### config.mk
export PLATFORM = sky130hd
export DESIGN_NAME = packed_struct_byte_sched_flat
export DESIGN_NICKNAME = d
export VERILOG_FILES = /design/src/rtl/packed_struct_byte_sched_pkg.sv /design/src/rtl/packed_struct_byte_sched_if.sv /design/src/rtl/packed_struct_byte_sched_arb.sv /design/src/rtl/packed_struct_byte_sched.sv /design/src/flat_wrapper.sv
export SDC_FILE = /design/constraint.sdc
export NUM_CORES = 1
export LEC_CHECK = 0
export CELL_PAD_IN_SITES_DETAIL_PLACEMENT = 0
export CELL_PAD_IN_SITES_GLOBAL_PLACEMENT = 2
export CORE_UTILIZATION = 23
export DETAILED_ROUTE_END_ITERATION = 16
export PLACE_DENSITY_LB_ADDON = 0.1
export SLEW_MARGIN = 20
export SYNTH_ARGS = -nofsm -noshare
export SYNTH_HDL_FRONTEND = slang
export SYNTH_HIERARCHICAL = 1
export SYNTH_SLANG_ARGS = --single-unit
### constraint.sdc
create_clock -name clk -period 1.8 [get_ports clk]
set_input_delay 0.45 -clock clk [delete_from_list [all_inputs] [get_ports clk]]
set_output_delay 0.45 -clock clk [all_outputs]
set_load 0.05 [all_outputs]
### src/rtl/packed_struct_byte_sched_pkg.sv
// Shared types for the packed-struct byte scheduler.
//   psa_word_t  : 16-bit word, byte1 in [15:8] sent first, byte2 in [7:0] sent second
//   psa_state_e : scheduler FSM states
package psa_pkg;

    localparam int unsigned PSA_WORD_W = 16;
    localparam int unsigned PSA_BYTE_W = 8;

    typedef struct packed {
        logic [PSA_BYTE_W-1:0] byte1;
        logic [PSA_BYTE_W-1:0] byte2;
    } psa_word_t;

    typedef enum logic [1:0] {
        IDLE    = 2'd0,
        SEND_B1 = 2'd1,
        SEND_B2 = 2'd2
    } psa_state_e;

endpackage

### src/rtl/packed_struct_byte_sched_if.sv
// Word-in / byte-out bus of the packed-struct byte scheduler.
//   in_valid/in_ready : per-channel word handshake, in_data channel c at [c*16 +: 16]
//   out_valid/out_ready, out_byte, out_last, out_src : byte stream toward the consumer
// Modports: master = producers/consumer side, slave = scheduler side.
interface packed_struct_byte_sched_if #(
    parameter int unsigned NUM_CH = 2
);
    localparam int unsigned SRC_W = (NUM_CH > 1) ? $clog2(NUM_CH) : 1;

    logic [NUM_CH-1:0]    in_valid;
    logic [NUM_CH*16-1:0] in_data;
    logic [NUM_CH-1:0]    in_ready;
    logic                 out_valid;
    logic                 out_ready;
    logic [7:0]           out_byte;
    logic                 out_last;
    logic [SRC_W-1:0]     out_src;

    modport master (
        output in_valid, in_data, out_ready,
        input  in_ready, out_valid, out_byte, out_last, out_src
    );

    modport slave (
        input  in_valid, in_data, out_ready,
        output in_ready, out_valid, out_byte, out_last, out_src
    );
endinterface

### src/rtl/packed_struct_byte_sched_arb.sv
// Round-robin arbiter for the byte scheduler.
// Ports:
//   clk, rst_n     : clock, async active-low reset
//   req_i          : per-channel request
//   advance_i      : a transfer happened on the granted channel this cycle
//   gnt_oh_o       : one-hot grant (zero when no request)
//   gnt_idx_o      : encoded grant index
//   last_grant_o   : most recently transferred channel (reset NUM_CH-1 so ch0 wins first)
module psa_rr_arbiter #(
    parameter int unsigned NUM_CH = 2,
    localparam int unsigned IDX_W = (NUM_CH > 1) ? $clog2(NUM_CH) : 1
) (
    input  logic              clk,
    input  logic              rst_n,
    input  logic [NUM_CH-1:0] req_i,
    input  logic              advance_i,
    output logic [NUM_CH-1:0] gnt_oh_o,
    output logic [IDX_W-1:0]  gnt_idx_o,
    output logic [IDX_W-1:0]  last_grant_o
);

    logic [IDX_W-1:0] last_q;
    logic             found;
    int unsigned      cand;

    // Search last+1, last+2, ... wrapping, first requester wins.
    always_comb begin
        gnt_oh_o  = '0;
        gnt_idx_o = '0;
        found     = 1'b0;
        cand      = 0;
        for (int unsigned off = 1; off <= NUM_CH; off++) begin
            cand = (32'(last_q) + off) % NUM_CH;
            if (!found && req_i[cand]) begin
                found           = 1'b1;
                gnt_idx_o       = IDX_W'(cand);
                gnt_oh_o[cand]  = 1'b1;
            end
        end
    end

    always_ff @(posedge clk or negedge rst_n) begin
        if (!rst_n) begin
            last_q <= IDX_W'(NUM_CH - 1);
        end else if (advance_i && found) begin
            last_q <= gnt_idx_o;
        end
    end

    assign last_grant_o = last_q;

endmodule

### src/rtl/packed_struct_byte_sched.sv
// Packed-struct byte scheduler: NUM_CH word producers share one byte stream.
// A granted 16-bit word is emitted as byte1 then byte2 (out_last on byte2),
// tagged with the source channel in out_src.
// Ports:
//   clk, rst_n : clock, async active-low reset
//   bus        : packed_struct_byte_sched_if slave (word inputs, byte output)
//   busy       : a word is held (FSM not idle)
//   grant_cnt  : per-channel saturating accepted-word counters, channel c at [c*8 +: 8]
// Build option: define PSA_GRANT_CNT_EN to enable grant_cnt; otherwise it is tied to 0.
module packed_struct_byte_sched
    import psa_pkg::*;
#(
    parameter int unsigned NUM_CH = 2
) (
    input  logic                        clk,
    input  logic                        rst_n,
    packed_struct_byte_sched_if.slave   bus,
    output logic                        busy,
    output logic [NUM_CH*8-1:0]         grant_cnt
);

    localparam int unsigned SRC_W = (NUM_CH > 1) ? $clog2(NUM_CH) : 1;

    psa_state_e       state_q;
    psa_word_t        word_q;
    logic             out_valid_q;
    logic [7:0]       out_byte_q;
    logic             out_last_q;
    logic [SRC_W-1:0] out_src_q;

    logic [NUM_CH-1:0] gnt_oh;
    logic [SRC_W-1:0]  gnt_idx;
    logic [SRC_W-1:0]  last_grant;
    logic              accept_slot;
    logic              take;
    psa_word_t         new_word;

    // A new word may enter when idle, or as byte2 leaves so words run back-to-back.
    assign accept_slot = (state_q == IDLE) || ((state_q == SEND_B2) && bus.out_ready);
    assign bus.in_ready = accept_slot ? gnt_oh : '0;
    assign take         = accept_slot && (|bus.in_valid);
    assign new_word     = psa_word_t'(bus.in_data[32'(gnt_idx)*PSA_WORD_W +: PSA_WORD_W]);

    psa_rr_arbiter #(
        .NUM_CH (NUM_CH)
    ) u_arb (
        .clk          (clk),
        .rst_n        (rst_n),
        .req_i        (bus.in_valid),
        .advance_i    (take),
        .gnt_oh_o     (gnt_oh),
        .gnt_idx_o    (gnt_idx),
        .last_grant_o (last_grant)
    );

    // take already folds in the state, so the load path is shared by IDLE and SEND_B2.
    always_ff @(posedge clk or negedge rst_n) begin
        if (!rst_n) begin
            state_q     <= IDLE;
            word_q      <= '0;
            out_valid_q <= 1'b0;
            out_byte_q  <= '0;
            out_last_q  <= 1'b0;
            out_src_q   <= '0;
        end else if (take) begin
            state_q     <= SEND_B1;
            word_q      <= new_word;
            out_valid_q <= 1'b1;
            out_byte_q  <= new_word.byte1;
            out_last_q  <= 1'b0;
            out_src_q   <= gnt_idx;
        end else begin
            unique case (state_q)
                SEND_B1: begin
                    if (bus.out_ready) begin
                        state_q    <= SEND_B2;
                        out_byte_q <= word_q.byte2;
                        out_last_q <= 1'b1;
                    end
                end
                SEND_B2: begin
                    if (bus.out_ready) begin
                        state_q     <= IDLE;
                        out_valid_q <= 1'b0;
                        out_last_q  <= 1'b0;
                    end
                end
                default: begin
                    state_q <= IDLE;
                end
            endcase
        end
    end

    assign bus.out_valid = out_valid_q;
    assign bus.out_byte  = out_byte_q;
    assign bus.out_last  = out_last_q;
    assign bus.out_src   = out_src_q;
    assign busy          = (state_q != IDLE);

`ifdef PSA_GRANT_CNT_EN
    logic [NUM_CH-1:0] xfer;
    logic [7:0]        cnt_q [NUM_CH];

    assign xfer = bus.in_valid & bus.in_ready;

    always_ff @(posedge clk or negedge rst_n) begin
        if (!rst_n) begin
            for (int unsigned c = 0; c < NUM_CH; c++) begin
                cnt_q[c] <= '0;
            end
        end else begin
            for (int unsigned c = 0; c < NUM_CH; c++) begin
                if (xfer[c] && (cnt_q[c] != 8'hFF)) begin
                    cnt_q[c] <= cnt_q[c] + 8'd1;
                end
            end
        end
    end

    always_comb begin
        grant_cnt = '0;
        for (int unsigned c = 0; c < NUM_CH; c++) begin
            grant_cnt[c*8 +: 8] = cnt_q[c];
        end
    end
`else
    assign grant_cnt = '0;
`endif

    // last_grant is held inside the arbiter; exposed only for debug visibility.
    logic unused_last_grant;
    assign unused_last_grant = ^last_grant;

endmodule

### src/flat_wrapper.sv
// flat-port wrapper written by rule: the top's interface ports become plain ports
module packed_struct_byte_sched_flat import psa_pkg::*;
#(
    parameter int unsigned NUM_CH = 2
)
  (clk, rst_n, busy, grant_cnt, bus_in_valid, bus_in_data, bus_out_ready, bus_in_ready, bus_out_valid, bus_out_byte, bus_out_last, bus_out_src);
  packed_struct_byte_sched_if #(.NUM_CH(NUM_CH)) bus_i ();
  input  logic clk;
  input  logic rst_n;
  output logic busy;
  output logic [NUM_CH*8-1:0] grant_cnt;
  input wire logic [$bits(bus_i.in_valid)-1:0] bus_in_valid;
  input wire logic [$bits(bus_i.in_data)-1:0] bus_in_data;
  input wire logic [$bits(bus_i.out_ready)-1:0] bus_out_ready;
  output wire logic [$bits(bus_i.in_ready)-1:0] bus_in_ready;
  output wire logic [$bits(bus_i.out_valid)-1:0] bus_out_valid;
  output wire logic [$bits(bus_i.out_byte)-1:0] bus_out_byte;
  output wire logic [$bits(bus_i.out_last)-1:0] bus_out_last;
  output wire logic [$bits(bus_i.out_src)-1:0] bus_out_src;
  assign bus_i.in_valid = bus_in_valid;
  assign bus_i.in_data = bus_in_data;
  assign bus_i.out_ready = bus_out_ready;
  assign bus_in_ready = bus_i.in_ready;
  assign bus_out_valid = bus_i.out_valid;
  assign bus_out_byte = bus_i.out_byte;
  assign bus_out_last = bus_i.out_last;
  assign bus_out_src = bus_i.out_src;
  packed_struct_byte_sched #(.NUM_CH(NUM_CH)) u_core (.clk(clk), .rst_n(rst_n), .bus(bus_i), .busy(busy), .grant_cnt(grant_cnt));
endmodule
==> impl_metrics.ini, run 1 <==
[critical_path]
worstPathRequired_ps = 1350
critPathArrivalTime_ps = 1280
critPathLaunchType = flop
crit_chain = inv_1 -> a21boi_1 -> and2_4 -> buf_12
crit_path_end_kind = output pin
crit_fanout = 4
critPathKind = flop to output pin
cp_top_family = flip-flops
crit_path_max_incr_delay_ps = 560
worst_path_max_delay_cell = dfstp_2
worst-path-buf-inv = 2

[final_layout]
multiInputGateArea_sq_um = 638.1
syn2layout_area_growth_pct = 58.61
regArea_sq_um = 553.0
fill_cells = 578
drive_above_1_share = 0.3667
stdcell_area_sq_mm = 0.002062
final_cell_count_no_fill = 252
num-nets-final = 218
utilization = 0.3768
diodes = 0

[timing]
fin_skew_ps = 9.792
period_share = 0.9591
layout_min_cycle_time_ps = 1726
holdWs_ps = 512.4
slew_violations = 0
finalSetupViolations = 0
fin_ws_ps = 73.71
finalHoldViolCount = 0
max_freq_ghz = 0.5793
rsz0062_at_grt = no

[flow_run]
drv_cap = 0

[synthesis]
yosysMostFrequentCell = mux2i_1
synth_area_sq_mm = 0.001300
yosysTopAreaCellShare = 0.4042
yosysSeqAreaShare = 0.4244
yosysTopAreaCell = dfrtp_1
synthCells = 108
synth.distinct_cells = 25
synth_area_leaders = dfrtp_1 40%, mux2i_1 18%, mux2_2 15%, buf_4 9.8%, dfstp_2 2.0%
yosys-top-cells-count = 24 x mux2i_1, 21 x dfrtp_1, 17 x buf_4, 17 x mux2_2, 3 x nand2_1
avgSynthCellArea_sq_um = 12.04
synth_seq_cells = 22
synth-edff-count = 0
yosys_warnings = 6
async_reset_ff_frac = 1.000
synthFlopType = dfrtp_1

[place]
placed_cells = 241
pre_cts_slack_ps = -287.5
numPortBuffers = 50
place_congestion = 0.7088
postPlaceCellArea_sq_mm = 0.001931
dpl.hpwl_mm = 2.337

[power]
powerDensity_mw_per_mm2 = 1675
p_switching_mw = 1.458
p_sw_frac = 0.4219
p_seq_frac = 0.264
ir_drop_mv = 0.7814
combPwrFrac = 0.599
leakagePower_nw = 0.9591
pwr-share-clk = 0.137
internal_power_mw = 1.997

[grt]
grt_max_degree = 23
overflow = 0
antenna_found_initial = 0
grt_first_pass_wirelength_mm = 4.947
grt_usage = 0.1069
grt_pass1_vias = 1027

[drt]
viasPerCell = 3.925
drt_pre_antenna_iters = 4
m1WireLength_mm = 1.339
wl_mm = 3.088
dr_wl_met2_mm = 1.552
route.met3.wl_um = 171
drcViolationCount = 0
num_vias = 989
highest_layer = met4
final_antenna_net_count = 0
wl_per_cell_um = 12.25
drt_iter0_markers = 30

[cts]
clock_sinks = 22
cts_max_level = 1
clock-root-buffer = clkbuf_8
tritoncts = yes
postCtsHoldBufs = 0
clk_pin_slew_ps = 90
cts_buffers = 3
clk_latency_ps = 270
ctsLongestPathBuffers = 2

[floorplanning]
core-area_sq_mm = 0.005473
boundaryPins = 67
rows = 27
chipWidth_um = 77.18
initial_core_util = 0.2375
die_y_um = 77.18
dieArea_sq_mm = 0.005957

[status]
status = complete, no violations

[hold_path]
hold_class = flop to flop
-- layout make-up --
cell class                      count  area share
Timing Repair Buffer               73      0.3356
Multi-Input combinational cell     77      0.3095
Sequential cell                    22      0.2682
Tap cell                           72     0.04369
Clock buffer                        3     0.02002
Clock inverter                      1     0.01456
Inverter                            4    0.008495
-- power groups by stage --
stage | Sequential, mW | Combinational [mW] | Clock [mW]
3_5_place_dp | 0.926 | 1.96 | 0
4_1_cts | 0.919 | 1.97 | 0.497
6_report | 0.912 | 2.07 | 0.474
3_3_place_gp | 0.925 | 1.94 | 0
2_1_floorplan | 1.33 | 0.886 | 0
5_1_grt | 0.947 | 2.20 | 0.516
-- stage by stage --
step,power (mW),setup TNS [ps]
6_report,3.455,0
5_1_grt,3.664,0
4_1_cts,3.389,0
3_5_place_dp,2.886,-3166
3_3_place_gp,2.865,-3203
2_1_floorplan,2.211,0
-- timing repair --
| item | in CTS | in global routing |
|---|---|---|
| gates resized for setup | 7 | 2 |
| pin swaps | 1 | 2 |
| buffers inserted | 0 | 7 |
| endpoints found under the setup margin | 5 | 2 |
-- registers in the layout, summed over array words and instances, names as in the netlist --
signal and cells:
u_core/bus.out_src 1, u_core/state_q 2, u_core/bus.out_byte 8, u_core/word_q 8, u_core/bus.out_valid 1, u_core/bus.out_last 1, u_core/u_arb/last_grant_o 1
-- per-layer routing --
| metal | global-route usage | up-vias |
|---|---|---|
| li1 | - | 488 |
| met1 | 0.1349 | 465 |
| met2 | 0.1761 | 34 |
| met3 | 0.03214 | 2 |
| met4 | 0.02830 | 0 |
| met5 | 0 | - |
-- cells in the final DEF, fill, tap and decap left out, types with 2 or more instances in the layout --
cell type	n
dlygate4sd2_1	3
a21boi_1	2
conb_1	16
clkbuf_8	3
mux2i_1	24
a21oi_1	2
inv_2	2
clkdlybuf4s50_1	33
buf_4	31
buf_6	2
dfrtp_1	20
buf_12	4
nand2_1	3
o21ai_0	2
mux2_2	17
-- cell families after synthesis --
| logic type | after synthesis | synth area share |
|---|---|---|
| AO/OA/AOI/OAI | 12 | 0.07605 |
| other | 1 | 0.002885 |
| buffers and inverters | 24 | 0.1328 |
| flip-flops | 22 | 0.4244 |
| multiplexers | 41 | 0.3320 |
| AND/OR/NAND/NOR | 8 | 0.03176 |
-- path summary, 6_finish.rpt --
check	slack (ps)	cells past startpoint	endpoint	startpoint
min	510	1	u_core/word_q[6]	u_core/word_q[6]
min reg2reg	510	1	u_core/word_q[6]	u_core/word_q[6]
min in group asynchronous	550	2	u_core/bus.out_src	rst_n
max reg2reg	170	5	u_core/word_q[0]	u_core/u_arb/last_grant_o
max in group asynchronous	970	2	u_core/u_arb/last_grant_o	rst_n
max	70	4	bus_in_ready[0]	u_core/u_arb/last_grant_o
Power figures use the tool's default switching activity.
==> run 2, diff against run 1 <==
CORE_UTILIZATION = 21   (was 23)
CTS_CLUSTER_DIAMETER = 60   (was not set)
clock period = 1.4 ns   (was 1.8 ns; I/O delays follow)
==> impl_metrics.ini, run 2 (same netlist as run 1, synthesis figures left out) <==
[status]
status = finished, violations left
failed_checks = setup timing

[critical_path]
critPathKind = flop to output pin
critPathArrivalTime_ps = 1280
critPathLaunchType = flop
crit_path_end_kind = output pin
critPathLaunch = u_core/u_arb/last_grant_o
worst-path-buf-inv = 2
crit_fanout = 3
path_depth = 4
timing.rr.end = u_core/word_q[1]
cp_top_family = flip-flops
crit_path_max_incr_delay_ps = 560
ff2ff_path_depth = 5
crit_chain = buf_4 -> a21boi_2 -> and2_4 -> buf_12
r2r_setup_slack_ps = -160
reg2reg_from = u_core/u_arb/last_grant_o
worst_path_max_delay_cell = dfstp_2
worstPathRequired_ps = 1050
endpoint = bus_in_ready[1]

[grt]
grt_usage = 0.09969
grt_first_pass_wirelength_mm = 4.864
grt_max_degree = 17
antenna_found_initial = 0
grt_pass1_vias = 1069
overflow = 0

[cts]
clock_sinks = 22
clk_pin_slew_ps = 80
tritoncts = yes
cts_max_level = 1
cts_buffers = 3
clock-root-buffer = clkbuf_8
ctsLongestPathBuffers = 2
clk_latency_ps = 260
postCtsHoldBufs = 0

[final_layout]
layout_commonest_cell = clkdlybuf4s50_1
layout_common_cells = 33 x clkdlybuf4s50_1, 26 x buf_4, 23 x mux2i_1
diodes = 0
stdcell_area_sq_mm = 0.002271
syn2layout_area_growth_pct = 74.69
drive_above_1_share = 0.4171
num-nets-final = 225
final_cell_count_no_fill = 262

[drt]
num_vias = 1033
wl_per_cell_um = 11.93
drt_pre_antenna_iters = 4
final_antenna_net_count = 0
drt_iter0_markers = 21
wl_mm = 3.126
drcViolationCount = 0
viasPerCell = 3.943

[timing]
max_freq_ghz = 0.6148
fin_ws_ps = -226.7
layout_min_cycle_time_ps = 1627
fin_setup_tns_ps = -1974
slew_violations = 0
period_share = 1.162
finalHoldViolCount = 0
fin_skew_ps = 2.731
rsz0062_at_grt = yes
finalSetupViolations = 14

[flow_run]
drv_cap = 0

[place]
placed_cells = 248
dpl.hpwl_mm = 2.363
numPortBuffers = 50
postPlaceCellArea_sq_mm = 0.002105
place_congestion = 0.6631

[power]
ir_drop_mv = 0.8505
total_power_mw = 4.923
p_sw_frac = 0.4070
p_seq_frac = 0.253
pwr-share-clk = 0.094
combPwrFrac = 0.652
leakagePower_nw = 1.047
powerDensity_mw_per_mm2 = 2168
p_switching_mw = 2.004
internal_power_mw = 2.919

[floorplanning]
chipWidth_um = 80.68
boundaryPins = 67
die_y_um = 80.68
core-area_sq_mm = 0.005956
rows = 28
dieArea_sq_mm = 0.006509
initial_core_util = 0.2183

[hold_path]
hold_class = primary input to async pin
==> run 2: changes by cell type in the layout (fill, tap and decap cells not counted), sizes merged <==
cell    delta
buf        +7
bufinv     -1
clkbuf     +1
==> run 2: final cells by class <==
type / count / area [sq um]
Fill cell: 594 / 3685
Sequential cell: 22 / 551.8
Timing Repair Buffer: 80 / 885.9
Clock buffer: 4 / 55.05
Tap cell: 75 / 93.84
Inverter: 4 / 17.52
Multi-Input combinational cell: 77 / 666.9
==> run 2: per-layer routing <==
layer  vias up  part of all wire  GRT usage
met1       493              0.44     0.1261
met2        38              0.49     0.1661
li1        500                 -          -
met5         -                 0          0
met4         0            0.0042    0.01607
met3         2             0.059    0.03295
==> run 2: worst min-delay path by stage <==
stage,slack [ps],from,depth (start not counted),to
detailed placement,500,u_core/word_q[6],1,u_core/word_q[6]
global placement,490,u_core/word_q[6],1,u_core/word_q[6]
CTS,420,rst_n,2,u_core/bus.out_byte[3]
finish,430,rst_n,2,u_core/bus.out_byte[3]
floorplan,50,rst_n,0,u_core/bus.out_byte[0]
global route,420,rst_n,2,u_core/bus.out_byte[3]
==> run 2: per-stage QoR <==
stage	setup slack, ps	util	hold slack (ps)
floorplan	-117.6	-	54.41
finish	-226.7	0.3813	431.1
global route	-271.7	0.3813	424.9
global placement	-512.9	0.3534	491.8
detailed placement	-551.1	0.3534	496.1
CTS	-227.7	0.3763	420.7
==> run 2: what timing repair did <==
item,in CTS,in global routing
setup buffers,7,3
endpoints found under the setup margin,20,17
pin swaps,4,2
resized for setup,14,3
==> run 2: power by group through the flow <==
stage / sequential, mW / combinational [mW] / clock (mW)
after floorplan: 1.70 / 1.15 / 0
after global placement: 1.27 / 2.97 / 0
after detailed placement: 1.27 / 3.00 / 0
after CTS: 1.25 / 3.18 / 0.486
after global routing: 1.29 / 3.40 / 0.505
final: 1.25 / 3.21 / 0.465
==> run 3, diff against run 2 <==
GPL_TIMING_DRIVEN = 1   (was not set)
==> results of run 3 <==
No change in the layout: final DEF, timing and power equal those of run 2.
